## src/rtl/neuron_pkg.sv

```systemverilog
// Shared definitions for the sequential neuron: activation mode codes, FSM states
// and the accumulator width rule.
package neuron_pkg;

    localparam logic [1:0] MODE_LINEAR = 2'b00;
    localparam logic [1:0] MODE_RELU   = 2'b01;
    localparam logic [1:0] MODE_STEP   = 2'b10;

    typedef enum logic [1:0] {
        IDLE = 2'd0,
        MAC  = 2'd1,
        ACT  = 2'd2
    } state_t;

    // Product width doubles the operand width; the extra bits absorb the
    // sum of NUM_IN products plus the bias without wrapping.
    function automatic int acc_width(input int w, input int n);
        return 2 * w + $clog2(n) + 1;
    endfunction

endpackage

```

## src/rtl/neuron_act.sv

```systemverilog
// Combinational activation stage: saturates the wide accumulator to W bits and
// applies the selected linear / ReLU / step function.
module neuron_act
    import neuron_pkg::*;
#(
    parameter int W     = 32,
    parameter int ACC_W = 67
) (
    input  logic signed [ACC_W-1:0] acc,
    input  logic        [1:0]       mode,
    output logic        [W-1:0]     result
);

    localparam logic signed [ACC_W-1:0] MAX_V = {{(ACC_W-W+1){1'b0}}, {(W-1){1'b1}}};
    localparam logic signed [ACC_W-1:0] MIN_V = {{(ACC_W-W+1){1'b1}}, {(W-1){1'b0}}};

    logic [W-1:0] sat;
    logic         negative;

    assign negative = acc[ACC_W-1];

    always_comb begin
        if (acc > MAX_V) begin
            sat = MAX_V[W-1:0];
        end else if (acc < MIN_V) begin
            sat = MIN_V[W-1:0];
        end else begin
            sat = acc[W-1:0];
        end
    end

    // Mode 11 is unassigned and falls through to linear.
    always_comb begin
        result = sat;
        case (mode)
            MODE_RELU: result = negative ? '0 : sat;
            MODE_STEP: result = negative ? '0 : W'(1);
            default:   result = sat;
        endcase
    end

endmodule

```

## src/rtl/neuron_seq.sv

```systemverilog
// Sequential neuron: captures NUM_IN input/weight pairs, accumulates one product
// per cycle onto the bias, then registers the activated result with a done pulse.
module neuron_seq
    import neuron_pkg::*;
#(
    parameter int NUM_IN = 4,
    parameter int W      = 32
) (
    input  logic                clk,
    input  logic                rst,
    input  logic                start,
    input  logic [NUM_IN*W-1:0] x,
    input  logic [NUM_IN*W-1:0] w,
    input  logic [W-1:0]        bias,
    input  logic [1:0]          mode,
    output logic [W-1:0]        out,
    output logic                done,
    output logic                busy
);

    localparam int ACC_W = acc_width(W, NUM_IN);
    localparam int IDX_W = (NUM_IN > 1) ? $clog2(NUM_IN) : 1;
    localparam logic [IDX_W-1:0] LAST_IDX = IDX_W'(NUM_IN - 1);

    state_t                    state;
    logic signed [ACC_W-1:0]   acc;
    logic        [IDX_W-1:0]   idx;
    logic        [NUM_IN*W-1:0] x_q;
    logic        [NUM_IN*W-1:0] w_q;
    logic        [1:0]         mode_q;
    logic signed [2*W-1:0]     prod;
    logic        [W-1:0]       act_result;

    assign prod = $signed(x_q[idx*W +: W]) * $signed(w_q[idx*W +: W]);
    assign busy = (state != IDLE);

    neuron_act #(
        .W     (W),
        .ACC_W (ACC_W)
    ) u_act (
        .acc    (acc),
        .mode   (mode_q),
        .result (act_result)
    );

    // Operands are latched on acceptance so later input changes cannot disturb
    // an evaluation in flight; start is only looked at in IDLE.
    always_ff @(posedge clk) begin
        if (rst) begin
            state  <= IDLE;
            acc    <= '0;
            idx    <= '0;
            out    <= '0;
            done   <= 1'b0;
            x_q    <= '0;
            w_q    <= '0;
            mode_q <= MODE_LINEAR;
        end else begin
            done <= 1'b0;
            case (state)
                IDLE: begin
                    if (start) begin
                        x_q    <= x;
                        w_q    <= w;
                        mode_q <= mode;
                        acc    <= {{(ACC_W-W){bias[W-1]}}, bias};
                        idx    <= '0;
                        state  <= MAC;
                    end
                end
                MAC: begin
                    acc <= acc + {{(ACC_W-2*W){prod[2*W-1]}}, prod};
                    idx <= idx + 1'b1;
                    if (idx == LAST_IDX) begin
                        state <= ACT;
                    end
                end
                ACT: begin
                    out   <= act_result;
                    done  <= 1'b1;
                    state <= IDLE;
                end
                default: state <= IDLE;
            endcase
        end
    end

endmodule

```

## config.mk

```make
export PLATFORM = sky130hd
export DESIGN_NAME = neuron_seq
export DESIGN_NICKNAME = d
export VERILOG_FILES = /design/src/rtl/neuron_pkg.sv /design/src/rtl/neuron_act.sv /design/src/rtl/neuron_seq.sv
export SDC_FILE = /design/constraint.sdc
export NUM_CORES = 2
export LEC_CHECK = 0
export BUFFER_PORTS_ARGS = -buffer_cell sky130_fd_sc_hd__buf_4
export CAP_MARGIN = 30
export CORE_MARGIN = 4
export CORE_UTILIZATION = 60
export CTS_CLUSTER_DIAMETER = 120
export CTS_CLUSTER_SIZE = 28
export DETAILED_ROUTE_END_ITERATION = 10
export PLACE_DENSITY = 0.79
export SLEW_MARGIN = 20
export SYNTH_ARGS = -nofsm -noshare
export SYNTH_HDL_FRONTEND = slang
export SYNTH_SLANG_ARGS = --single-unit
```

## constraint.sdc

```tcl
create_clock -name clk -period 12.5 [get_ports clk]
set_input_delay 0.625 -clock clk [delete_from_list [all_inputs] [get_ports clk]]
set_output_delay 0.625 -clock clk [all_outputs]
set_load 0.05 [all_outputs]
```

### After elaboration in Yosys (flattened, before gate mapping)

Index checks and enable logic that the tools add are counted.

* register bits after elaboration: 362
* bits in latches: 0
* RAM bits: 0
* ROM bits: 0
* input port bits: 293
* output and inout port bits: 34
* word-level logic and storage cells: 41
* memories kept: 0

* $add $sub $neg: 2
* $mul: 1
* div/mod/pow operators: 0
* magnitude comparators: 2
* equality and inequality tests: 7
* shift operators: 2
* mux-type cells: 13
* bitwise logic cells: 0
* reductions and logical operators: 6

Operators by type and width (count)
* $shiftx A128 B8 Y32: 2
* $pmux W67 S2: 1
* $mux W32: 3
* $add A67 B67 Y67: 1
* $gt A67 B32 Y1 const B: 1
* $lt A67 B32 Y1 const B: 1
* $mux W67: 1
* $mul A32 B32 Y64: 1
* $pmux W32 S2: 1
* $pmux W2 S2: 2
* $eq A2 B2 Y1 const B: 3
* $mux W2: 3
* $reduce_and A2 Y1: 3
* $eq A2 B1 Y1 const B: 2
* $ne A2 B2 Y1 const B: 2
* $reduce_bool A2 Y1: 2
* $add A2 B1 Y2 const B: 1
* $logic_not A2 Y1: 1
* $mux W1: 2

### Longest topological paths before layout

* depth after elaboration: 5
* mapped depth: 49
* mapped depth without buffers: 44

### By module

From an unflattened synthesis, not the netlist that was laid out.

* cells, all modules: 6259
* area total of the unflattened synthesis: 53492.6 µm²

By module, submodules not included
* neuron_seq: instances 1, cells an instance 6183, area an instance 52954.5 µm², seq. area each 7247.0 µm²
* neuron_act: instances 1, cells an instance 76, area an instance 538.0 µm², seq. area each 0.0 µm²

### Worst setup path after synthesis

Ideal clock, no wire load.

* kind: register to register
* start: register idx[0]
* end: register acc[65]
* library setup time: 82 ps
* arrival: 11175 ps
* path slack: 1242 ps
* stages on the path, launching flop included: 44
* path buffers: 6
* path through: dfxtp_1 -> clkbuf_1 -> clkbuf_1 -> buf_1 -> clkbuf_1 -> mux2i_1 -> nand2_1 -> o21ai_1 -> clkbuf_1 -> nor2_1 -> fa_1 -> inv_1 -> fa_1 -> fa_1 -> fa_1 -> inv_1 -> fa_1 -> fa_1 -> (+8 left out) -> a21oi_1 -> o21ai_0 -> a21o_1 -> a311oi_2 -> nor2b_1 -> a311o_1 -> a21oi_1 -> xnor2_1 -> ha_1 -> a21o_1 -> a21o_1 -> a221oi_1 -> nand3_2 -> a31oi_4 -> o21ai_2 -> a221o_1 -> a211o_1 -> o221ai_1

* word-level cells in the longest chain between the ends: 4
* elaborated cells on any way between the ends: 5
* classes of those cells: add/sub (1); mul (1); shift (2); mux (1)

RTL lines
* from (decl): RTL line neuron_seq.sv:27 `logic [IDX_W-1:0] idx;`
* from (signal assigned): RTL line neuron_seq.sv:73 `idx <= idx + 1'b1;`
* $shiftx A128 B8 Y32: RTL line neuron_seq.sv:34 `assign prod = $signed(x_q[idx*W +: W]) * $signed(w_q[idx*W +: W]);`
* $mul A32 B32 Y64 *: RTL line neuron_seq.sv:34
* $add A67 B67 Y67 *: RTL line neuron_seq.sv:72 `acc <= acc + {{(ACC_W-2*W){prod[2*W-1]}}, prod};`
* $pmux W67 S2 *: RTL line neuron_seq.sv:60 `case (state)`
* to (signal assigned): RTL line neuron_seq.sv:66 `acc <= {{(ACC_W-W){bias[W-1]}}, bias};`
* to (signal assigned): RTL line neuron_seq.sv:72
* to (decl): RTL line neuron_seq.sv:26 `logic signed [ACC_W-1:0] acc;`

Mark *: on every way between the ends. The rest lies on a longest branch, timed or not.
A chain may end at the register's enable or synchronous reset.

### Worst setup path after layout

* start: register idx[0]
* end: register acc[61]

Same word-level chain as after synthesis.

==> results summary <==
The number of H-tree levels came out at 1. The startpoint kind of the worst setup timing path is a register. The worst clock skew came out at 0.0451 ns.

The setup path with the least slack is of type reg2reg. The post-cts hold buffer count is 0. The global routing usage summed across all routing layers came out at 37.4%. The required time of the critical path is 12.92 ns. The post-placement cell area came out at 57400 sq um. The hold-critical path endpoint is w_q[121]$_SDFFE_PP0P_. The clock network latency to the later pin of the worst-skew pair came out at 0.59 ns. The number of distinct library cells after synthesis is 75. The gate count after technology mapping came out at 6253. The initial antenna violation count came out at 8. The first global-routing pass estimated 270000 microns of wire. The synthesized design contains 0 enable-type register cells. The startpoint identified for the worst hold timing path is w[121]. For this run, the leading register cell type out of synthesis is sky130_fd_sc_hd__dfxtp_1.

The worst hold-check slack came out at 0.264 ns. The number of cell rows is 109. The library cell used most frequently in the layout, excluding fill and tap cells, is sky130_fd_sc_hd__nand2_1. The met2 capacity usage during global routing is 58.6%. Ranked by total cell area, the synthesized netlist is headed by sky130_fd_sc_hd__fa_1 41%, sky130_fd_sc_hd__dfxtp_1 14%, sky130_fd_sc_hd__nand2_1 8.4%.

The hold violation count in the final report is 0. The final critical delay including setup and external delays came out at 12.07 ns. The number of nets in the finished design is 8051. The maximum fanout along the worst path came out at 23.

The root buffer cell chosen for the clock tree is sky130_fd_sc_hd__clkbuf_16. The sum of negative setup slack is 0 ns. The deepest clock path buffer count is 3. The count of filler cells inserted in the layout came out at 7356. In this run the worst hold path is classified as in2reg. The number of cells on the worst reg-to-reg path is 36. Max-cap violations in this run came to 0. Buffers placed on the I/O ports in this run total 326. 327 I/O pins were placed.

The start of the worst register-to-register path is idx[0]$_SDFFE_PP0P_. Leaving out fill and tap cells, the most frequent cells in the layout are 1192 x sky130_fd_sc_hd__nand2_1, 1083 x sky130_fd_sc_hd__fa_1, 959 x sky130_fd_sc_hd__inv_1. The global-route congestion overflow total came out at 0. TritonCTS built the clock tree. For this run, the slowest stage of the critical path takes 0.88 ns.

For this run, design rule violations remaining after detail routing come to 0. The flow ran to the end, and the final reports show no timing, DRC or antenna violations. The residual antenna-violating net count after detailed routing is 0. The post-synthesis async set-or-reset flop share is 0%. The met1 global-route usage is 47.1%.

The depth of the worst hold-timing path came out at 3. The sum of net half-perimeters after detailed placement is 145000 microns. The sequential standard cell area came out at 7250 sq um. The data arrival time of the worst path came out at 12.49 ns.

The clock-pin slew on the worst setup and hold paths is 0.12 ns. The die is 306 microns wide. The total clock buffers created by CTS is 18.

The pin count of the biggest net entering global routing is 113. The die outline area came out at 93800 sq um. The leakage dissipation is 0.0275 uW. The floorplan step set the die height to 306 microns. The largest total area in the synthesized netlist belongs to sky130_fd_sc_hd__fa_1.

The number of detailed-routing iterations run before antenna repair came out at 8. The number of nets produced by synthesis is 7887. The count of endpoints failing setup in the final report came out at 0.

The max-slew violation total from the final report was 0. The register-to-register setup slack came out at 0.43 ns. The routed layout has 45200 vias.

The part of the Yosys area used for sequential elements is 13.6%. The initial utilization of the core area, before any placement, comes to 60.4%. The worst setup path is captured at a register. The mean instance size in the synthesized netlist is 8.54 sq um. The share of cells above drive strength 1 came out at 9.87%. The total clock sinks came out at 362. The final weighted congestion of routability-driven global placement came out at 1.04. The layer flagged by global routing as most heavily used is met2. The summed instance area of the synthesized netlist came out at 53400 sq um. The vias per cell is 5.96. The total power per unit cell area is 168 nW/um^2.

Among the stages of the critical path, the cell type that occurs most often is sky130_fd_sc_hd__fa_1. The share of the cycle needed by the critical path after routing came out at 96.5%. The number of DRC markers after the initial detailed-route iteration came out at 4585.

In the global route stage, met3 resource usage came out at 11.3%. Headroom to the max-slew limit came out at 23.6%. For this run, the number of Yosys warnings is 0. The number of global-route vias before repair came out at 46700. The most critical setup path has its startpoint at idx[0]$_SDFFE_PP0P_. The area fraction of the dominant cell type after synthesis is 40.6%. Derived from the worst setup path, the maximum achievable clock frequency is 0.0829 GHz. The destination of the worst register-to-register timing path is acc[61]$_SDFFE_PP0P_. The average wire length per cell after detail routing came out at 23.1 microns. The cell type of the slowest stage on the worst timing path is sky130_fd_sc_hd__o21ai_1. The peak ir drop on the vdd network came out at 0.173 mV. The multi-input combinational cells in the finished layout cover a total of 41300 sq um. The post-detailed-routing wire length came out at 175000 microns. In this run, synthesis produced a sequential element count of 362. The worst-margin pin slew came out at 1.14 ns. The design area is 58100 sq um. The area inside the core boundary is 88400 sq um.

The growth of design area from synthesis to finish is 8.76%.
==> cell usage after synthesis (all sizes together), types with 13 or more instances <==
master,instances
a21oi,481
nand4,38
o21bai,29
a221oi,25
and3,15
dfxtp,362
and2,26
o22ai,19
xor2,37
nand2,1193
ha,258
a311oi,26
mux2,55
fa,1083
o21ai,123
nor2b,15
a21o,85
xnor2,96
inv,959
buf,20
mux2i,55
a31oi,13
nand3,25
o21a,66
nor2,682
clkbuf,335
==> layout make-up <==
cell class                      instances  share of cell area (%)
Inverter                              962                    6.22
Multi-Input combinational cell       4574                    71.1
Tap cell                             1165                    2.51
Timing Repair Buffer                  499                    6.66
Antenna cell                            3                  0.0129
Sequential cell                       362                    12.5
Clock buffer                           20                   0.789
Clock inverter                          5                   0.168
==> worst max-delay path by stage <==
stage / end / depth (start not counted)
finish: acc[61]$_SDFFE_PP0P_ / 36
CTS: acc[66]$_SDFFE_PP0P_ / 39
global route: acc[66]$_SDFFE_PP0P_ / 42
floorplan: acc[65]$_SDFFE_PP0P_ / 43
detailed placement: acc[65]$_SDFFE_PP0P_ / 34
global placement: acc[61]$_SDFFE_PP0P_ / 35
==> routing by layer <==
| metal | share of wire [%] | wire length, microns |
|---|---|---|
| met5 | 0.037 | 65 |
| met4 | 6.9 | 12200 |
| met3 | 12 | 21200 |
| met2 | 45 | 78600 |
| met1 | 36 | 63300 |
==> what timing repair did <==
action                                  4_1_cts  5_1_grt
gates resized for setup                       0        7
buffers inserted                              0        1
endpoints found under the setup margin        0        9
==> metrics by stage <==
step | util, % | instances | setup slack (ns) | total power, uW
4_1_cts | 65.6 | 7582 | 0.500 | 9620
5_1_grt | 65.7 | 7587 | -0.00326 | 10400
2_1_floorplan | - | 6253 | 1.24 | 6610
3_3_place_gp | 64.8 | 7550 | 0.600 | 8810
6_report | 65.7 | 7590 | 0.433 | 9760
3_5_place_dp | 64.9 | 7557 | 0.566 | 8860
==> critical path: cells and delay by family (launching register included) <==
kind	cells	cell delay, ns
adders and majority gates	10	4.54
and+or+nand+nor	5	1.13
DFF	1	0.54
buffers and inverters	2	0.79
muxes	1	0.43
AOI/OAI and AO/OA	16	4.15
xor gates and xnor gates	2	0.26
==> cell families (layout without fill, tap and decap cells) <==
| group | count (synthesis) | in the layout | share of synthesized area [%] |
|---|---|---|---|
| multiplexers | 119 | 119 | 2.57 |
| adder cells (fa/ha/maj) | 1341 | 1341 | 46.6 |
| flip-flops | 362 | 362 | 13.6 |
| XOR/XNOR | 133 | 133 | 2.18 |
| buffers and inverters | 1317 | 1486 | 9.27 |
| AO/OA/AOI/OAI | 936 | 936 | 10.6 |
| other | 0 | 3 | 0 |
| AND/OR/NAND/NOR | 2045 | 2045 | 15.1 |
==> where the power goes <==
part	internal [uW]	switching (uW)	leakage [uW]	total, uW
Sequential	1260	117	0.00297	1380
Clock	281	422	0.000268	703
Combinational	2930	4750	0.0242	7680
==> sequential cells by signal, indices dropped and copies added (netlist names) <==
signal	cells
done	1
idx	2
x_q	128
mode_q	2
out	32
w_q	128
state	2
acc	67
Note: power is estimated with default switching activity, not from simulation.
